**src/rtl/instruction_fetch_unit.sv**
```systemverilog
// instruction_fetch_unit
//   AXI4-Lite read master that prefetches 32-bit instructions ahead of the core.
//   Each fetched word is stored with its PC in a small FIFO. The FIFO head is
//   presented to decode as a valid/ready stream. A redirect (taken branch/jump)
//   clears the FIFO and restarts fetch at the target. Any AXI beat that is still
//   in flight when the redirect arrives is drained and discarded.
//
// Parameters
//   XLEN        data/address width
//   FIFO_DEPTH  prefetch entries (power of two, >= 2)
//   RESET_PC    first fetch address after reset
//
// Ports
//   i_Clock, i_Reset                     clock, asynchronous active-high reset
//   i_Redirect_Valid, i_Redirect_PC      fetch restart request from the core
//   o_Instruction, o_Instruction_PC      FIFO head (NOP / 0 when empty)
//   o_Fetch_Error                        head was fetched with RRESP != OKAY
//   o_Instruction_Valid, i_Instruction_Ready   core-side stream handshake
//   o_Araddr, o_Arvalid, i_Arready       AXI read address channel
//   i_Rdata, i_Rresp, i_Rvalid, o_Rready AXI read data channel
//
// Build option
//   IFU_MISALIGN_TRAP_EN: when defined, a redirect to a PC with [1:0] != 0
//   issues no read. Instead, a single {PC, NOP, error} entry is queued, and fetch
//   stalls until the next redirect. When undefined, the redirect target is
//   aligned down to a word boundary.

module instruction_fetch_unit #(
  parameter int              XLEN       = 32,
  parameter int              FIFO_DEPTH = 4,
  parameter logic [XLEN-1:0] RESET_PC   = '0
) (
  input  logic            i_Clock,
  input  logic            i_Reset,
  input  logic            i_Redirect_Valid,
  input  logic [XLEN-1:0] i_Redirect_PC,
  output logic [31:0]     o_Instruction,
  output logic [XLEN-1:0] o_Instruction_PC,
  output logic            o_Fetch_Error,
  output logic            o_Instruction_Valid,
  input  logic            i_Instruction_Ready,
  output logic [XLEN-1:0] o_Araddr,
  output logic            o_Arvalid,
  input  logic            i_Arready,
  input  logic [31:0]     i_Rdata,
  input  logic [1:0]      i_Rresp,
  input  logic            i_Rvalid,
  output logic            o_Rready
);

  localparam int          PW      = $clog2(FIFO_DEPTH);
  localparam int          CW      = PW + 1;
  localparam logic [CW-1:0] DEPTH_C = CW'(FIFO_DEPTH);
  localparam logic [31:0] NOP     = 32'h0000_0013;

  typedef enum logic [1:0] {IDLE, ADDR, DATA, FLUSH} state_t;

  typedef struct packed {
    logic [XLEN-1:0] pc;
    logic [31:0]     instr;
    logic            err;
  } entry_t;

  state_t          state, state_d;
  logic [XLEN-1:0] fetch_pc, fetch_pc_d;
  logic [XLEN-1:0] araddr_q;
  logic [XLEN-1:0] redir_pc;
  logic            redir_pend, redir_pend_d;

  entry_t          mem [FIFO_DEPTH];
  entry_t          head, push_entry;
  logic [PW-1:0]   wr_ptr, rd_ptr;
  logic [CW-1:0]   count, count_d;
  logic            empty, push, pop, flush;
  logic            space_after_push;
  logic            fetch_blocked, trap_push;

  // ---------------------------------------------------------------------------
  // Redirect target handling
  // ---------------------------------------------------------------------------
`ifdef IFU_MISALIGN_TRAP_EN
  logic trap_pend, trap_hold, misalign;

  assign misalign = |i_Redirect_PC[1:0];
  assign redir_pc = i_Redirect_PC;

  // The trap entry is queued from IDLE only. By the time IDLE is reached, any
  // beat that was in flight at the redirect has been drained, and the FIFO is
  // known to be empty.
  assign trap_push     = (state == IDLE) && trap_pend && !i_Redirect_Valid;
  assign fetch_blocked = trap_pend || trap_hold;

  always_ff @(posedge i_Clock or posedge i_Reset) begin
    if (i_Reset) begin
      trap_pend <= 1'b0;
      trap_hold <= 1'b0;
    end else if (i_Redirect_Valid) begin
      trap_pend <= misalign;
      trap_hold <= 1'b0;
    end else if (trap_push) begin
      trap_pend <= 1'b0;
      trap_hold <= 1'b1;
    end
  end
`else
  logic unused_redir_lsbs;

  assign unused_redir_lsbs = ^i_Redirect_PC[1:0];
  assign redir_pc          = {i_Redirect_PC[XLEN-1:2], 2'b00};
  assign trap_push         = 1'b0;
  assign fetch_blocked     = 1'b0;
`endif

  // ---------------------------------------------------------------------------
  // FIFO bookkeeping
  // ---------------------------------------------------------------------------
  assign empty = (count == '0);
  assign flush = i_Redirect_Valid;
  // A redirect clears the FIFO, so a pop in the same cycle has no effect.
  assign pop   = i_Instruction_Ready && !empty && !flush;
  assign head  = mem[rd_ptr];

  // This value is consulted only in DATA, where count < FIFO_DEPTH always holds.
  // The +1 therefore never overflows CW bits.
  assign space_after_push = (count + CW'(1) - CW'(pop)) < DEPTH_C;

  assign count_d = flush ? '0 : (count + CW'(push) - CW'(pop));

  // ---------------------------------------------------------------------------
  // Fetch FSM: next state
  // ---------------------------------------------------------------------------
  always_comb begin
    state_d      = state;
    fetch_pc_d   = fetch_pc;
    redir_pend_d = redir_pend;
    push         = 1'b0;
    push_entry   = '{pc: fetch_pc, instr: i_Rdata, err: (i_Rresp != 2'b00)};

    case (state)
      IDLE: begin
        if (!i_Redirect_Valid && !fetch_blocked && (count < DEPTH_C))
          state_d = ADDR;
      end
      ADDR: begin
        // AR stays stable until it is accepted. A redirect seen meanwhile is
        // remembered, so that the resulting beat is dropped.
        if (i_Redirect_Valid)
          redir_pend_d = 1'b1;
        if (i_Arready) begin
          state_d      = (redir_pend || i_Redirect_Valid) ? FLUSH : DATA;
          redir_pend_d = 1'b0;
        end
      end
      DATA: begin
        if (i_Redirect_Valid) begin
          // If the beat lands in the redirect cycle, it is consumed and discarded
          // here. Nothing is left to drain in that case.
          state_d = i_Rvalid ? IDLE : FLUSH;
        end else if (i_Rvalid) begin
          push       = 1'b1;
          fetch_pc_d = fetch_pc + XLEN'(4);
          state_d    = space_after_push ? ADDR : IDLE;
        end
      end
      FLUSH: begin
        if (i_Rvalid)
          state_d = IDLE;
      end
      default: state_d = IDLE;
    endcase

    if (i_Redirect_Valid)
      fetch_pc_d = redir_pc;

    if (trap_push) begin
      push       = 1'b1;
      push_entry = '{pc: fetch_pc, instr: NOP, err: 1'b1};
    end
  end

  // ---------------------------------------------------------------------------
  // State registers
  // ---------------------------------------------------------------------------
  always_ff @(posedge i_Clock or posedge i_Reset) begin
    if (i_Reset) begin
      state      <= IDLE;
      fetch_pc   <= RESET_PC;
      araddr_q   <= RESET_PC;
      redir_pend <= 1'b0;
    end else begin
      state      <= state_d;
      fetch_pc   <= fetch_pc_d;
      redir_pend <= redir_pend_d;
      // The address is latched on entry to ADDR and then held until it is accepted.
      if ((state != ADDR) && (state_d == ADDR))
        araddr_q <= fetch_pc_d;
    end
  end

  always_ff @(posedge i_Clock or posedge i_Reset) begin
    if (i_Reset) begin
      wr_ptr <= '0;
      rd_ptr <= '0;
      count  <= '0;
    end else begin
      count <= count_d;
      if (flush) begin
        wr_ptr <= '0;
        rd_ptr <= '0;
      end else begin
        if (push) wr_ptr <= wr_ptr + PW'(1);
        if (pop)  rd_ptr <= rd_ptr + PW'(1);
      end
    end
  end

  // Storage needs no reset. Entries are only observed through count.
  always_ff @(posedge i_Clock) begin
    if (push)
      mem[wr_ptr] <= push_entry;
  end

  // ---------------------------------------------------------------------------
  // Outputs
  // ---------------------------------------------------------------------------
  assign o_Instruction_Valid = !empty;
  assign o_Instruction       = empty ? NOP : head.instr;
  assign o_Instruction_PC    = empty ? '0  : head.pc;
  assign o_Fetch_Error       = !empty && head.err;

  assign o_Arvalid = (state == ADDR);
  assign o_Araddr  = araddr_q;
  assign o_Rready  = (state == DATA) || (state == FLUSH);

endmodule

```
**config.mk**
```make
export PLATFORM = sky130hd
export DESIGN_NAME = instruction_fetch_unit
export DESIGN_NICKNAME = d
export VERILOG_FILES = /design/src/rtl/instruction_fetch_unit.sv
export SDC_FILE = /design/constraint.sdc
export NUM_CORES = 1
export LEC_CHECK = 0
export ABC_AREA = 0
export CAP_MARGIN = 40
export CORE_ASPECT_RATIO = 0.6
export CORE_MARGIN = 2
export CORE_UTILIZATION = 55
export CTS_BUF_LIST = sky130_fd_sc_hd__clkbuf_2 sky130_fd_sc_hd__clkbuf_4 sky130_fd_sc_hd__clkbuf_8
export DETAILED_ROUTE_END_ITERATION = 7
export PLACE_DENSITY = 0.82
export SYNTH_ARGS = -nofsm -noshare
export SYNTH_HDL_FRONTEND = slang
export SYNTH_SLANG_ARGS = --single-unit
```
**constraint.sdc**
```tcl
create_clock -name i_Clock -period 4.05 [get_ports i_Clock]
set_input_delay 0.405 -clock i_Clock [delete_from_list [all_inputs] [get_ports i_Clock]]
set_output_delay 0.405 -clock i_Clock [all_outputs]
set_load 0.02 [all_outputs]
```
==> results.sh <==
export IMPL_status="finished clean"
export IMPL_fin_crit_ns=3.61
export IMPL_ys_flop_type="edfxtp_1"
export IMPL_worstPathCellList="nor3_1, inv_2, buf_4, and2_1, clkdlybuf4s50_1"
export IMPL_worst_pin_slew_ns=0.926
export IMPL_synth_seq_cells=334
export IMPL_synth_cell_area_um2=13500
export IMPL_port_buffers=169
export IMPL_cap_violations=0
export IMPL_post_cts_setup_buffer_count=0
export IMPL_grt_max_degree=47
export IMPL_synthArstFlopShare_pct=22.2
export IMPL_p_per_area_nw_per_um2=588
export IMPL_path_clk_slew_ns=0.07
export IMPL_place_congestion=0.854
export IMPL_vias=8069
export IMPL_layout_nets=1071
export IMPL_worstSetupPathType="register to primary output"
export IMPL_ios=172
export IMPL_n_antenna_cell=0
export IMPL_grt_pass1_wl_mm=46.0
export IMPL_area_growth_pct=23.1
export IMPL_drive_above_1_share_pct=18.6
export IMPL_hp_class="primary input to asynchronous set/reset pin"
export IMPL_cts_hold_buffers=0
export IMPL_cts_sinks=334
export IMPL_antenna_left=0
export IMPL_cts_root_buf="clkbuf_8"
export IMPL_fp_dieArea_um2=25900
export IMPL_die_h_um=126
export IMPL_grt_usage_pct=23.9
export IMPL_numCtsBuffers=47
export IMPL_n_fill_cell=1600
export IMPL_cts_tree="done"
export IMPL_synth_warnings=0
export IMPL_power_leakage_nw=5.61
export IMPL_cts_resized=0
export IMPL_clock_skew_ns=0.0278
export IMPL_critical_path_required_ns=3.64
export IMPL_syn_avg_cell_area_um2=16.9
export IMPL_slew_headroom_pct=37.5
export IMPL_core_area_um2=24200
export IMPL_synth_edf_count=260
export IMPL_insertion_delay_ns=0.56
export IMPL_drt_iter0_drc=661
export IMPL_final_common_cell="edfxtp_1"
export IMPL_crit_family="buffers and inverters"
export IMPL_start_util_pct=56.1
export IMPL_syn_instance_count=802
export IMPL_clockBufferDepth=3
export IMPL_wl_per_cell_um=22.2
export IMPL_synth_distinct_cells=50
export IMPL_drc_errors=0
export IMPL_critical_path_buf_inv_count=3
export IMPL_grt_overflow=0
export IMPL_crit_path_max_fanout=35
export IMPL_yosysSeqAreaShare_pct=71.3
export IMPL_hold_violations=0
export IMPL_first_global_vias=8082
export IMPL_antenna_found_initial=3
export IMPL_final_cell_mix="edfxtp_1 (260), clkdlybuf4s50_1 (169), dfrtp_1 (72)"
export IMPL_vias_per_cell=5.97
export IMPL_end_kind="primary output"
export IMPL_dp_cells=1264
export IMPL_htreeDepth=2
export IMPL_rsz0062_at_grt="no"
export IMPL_start_kind="register"
export IMPL_clock_fmax_mhz=277
export IMPL_fin_setup_tns_ns=0
export IMPL_power_mw=9.81
export IMPL_setup_violations=0
export IMPL_drv_slew=0
export IMPL_drt_first_pass_iters=5
export IMPL_period_share_pct=89.1
export IMPL_crit_slowest_cell="nor3_1"
export IMPL_ir_drop_uv=322
export IMPL_hpwl_mm=19.0
export IMPL_synth_fp_nets=882
export IMPL_whs_ns=0.106
export IMPL_slowest_delay_ns=0.62
export IMPL_rows=44
export IMPL_die_w_um=207
export IMPL_arrival_ns=3.20
export IMPL_final_cells=1351
export IMPL_wl_mm=29.9
[kinds of logic (layout without fill, tap and decap cells)]
| family | count (synthesis) | in the layout | share of synthesized area, % |
|---|---|---|---|
| AOI/OAI and AO/OA | 85 | 85 | 4.24 |
| xor gates and xnor gates | 10 | 10 | 0.646 |
| adders and majority gates | 8 | 8 | 0.794 |
| buffers and inverters | 64 | 291 | 1.88 |
| DFF | 334 | 334 | 71.3 |
| muxes | 75 | 75 | 11.6 |
| and+or+nand+nor | 226 | 226 | 9.53 |
[layer usage]
layer  share of wire [%]  global-route usage (%)  vias to the layer above
met4                 1.5                    6.22                        4
met3                  11                    6.96                       44
met1                  44                    36.6                     4053
li1                    -                       -                     3565
met2                  44                    34.0                      403
met5               0.090                       0                        -
[registers in the layout, summed over array words and instances, names as in the netlist]
register and flops:
count 3, fetch_pc 32, mem 260, o_Araddr 32, rd_ptr 2, redir_pend 1, state 2, wr_ptr 2
[final timing paths]
| kind | endpoint | cells after the start | from | slack [ns] |
|---|---|---|---|---|
| min | rd_ptr[1] | 2 | i_Reset | 0.11 |
| min reg2reg | o_Araddr[12] | 2 | o_Araddr[12] | 0.52 |
| max | o_Instruction_PC[29] | 5 | count[2] | 0.44 |
| min in group i_Clock | fetch_pc[28] | 3 | i_Redirect_PC[28] | 0.39 |
| max in group asynchronous | wr_ptr[1] | 3 | i_Reset | 3.31 |
| max reg2reg | count[2] | 10 | count[2] | 1.03 |
[cell type report]
cell class	instances	area, um^2	area share [%]
inverters	17	65.1	0.390
clock buffers	77	916	5.49
well taps	322	403	2.42
repair buffers	187	1900	11.4
multi-input cells	404	3640	21.9
flip-flops and latches	334	9670	58.0
clock inverters	10	82.6	0.495
[report_power, final]
group	internal, mW	leakage [nW]	switching [mW]	total, mW
registers	3.96	3.19	0.315	4.28
logic	1.42	1.88	1.39	2.81
clock network	1.50	0.536	1.22	2.72
[synthesized netlist by cell type (all sizes together) (3+ instances only)]
cell | n | share of area [%]
a211oi | 4 | 0.22
a21oi | 6 | 0.22
a31oi | 33 | 1.5
a41oi | 3 | 0.19
and2 | 68 | 3.1
and4 | 5 | 0.32
buf | 9 | 0.36
clkbuf | 38 | 1.1
dfrtp | 74 | 14
edfxtp | 260 | 58
ha | 7 | 0.65
inv | 17 | 0.47
mux2 | 8 | 0.66
mux4 | 65 | 11
nand2 | 20 | 0.55
nand3 | 19 | 0.70
nand4 | 11 | 0.55
nor2 | 33 | 0.91
nor2b | 5 | 0.23
nor3 | 24 | 0.89
nor4 | 5 | 0.23
o21ai | 10 | 0.37
o311ai | 4 | 0.26
o31ai | 20 | 1.1
or2 | 6 | 0.28
or3 | 4 | 0.18
or4 | 16 | 0.91
xnor2 | 5 | 0.32
xor2 | 5 | 0.32
[through the flow]
step / setup WS [ns] / area (um^2) / util (%)
2_1_floorplan: 1.13 / 13500 / -
3_3_place_gp: 1.03 / 15700 / 64.8
3_5_place_dp: 0.982 / 15700 / 64.9
4_1_cts: 0.348 / 16700 / 69.0
5_1_grt: 0.167 / 16700 / 69.0
6_report: 0.441 / 16700 / 69.0
No activity file was read; power rests on OpenSTA's default activity.
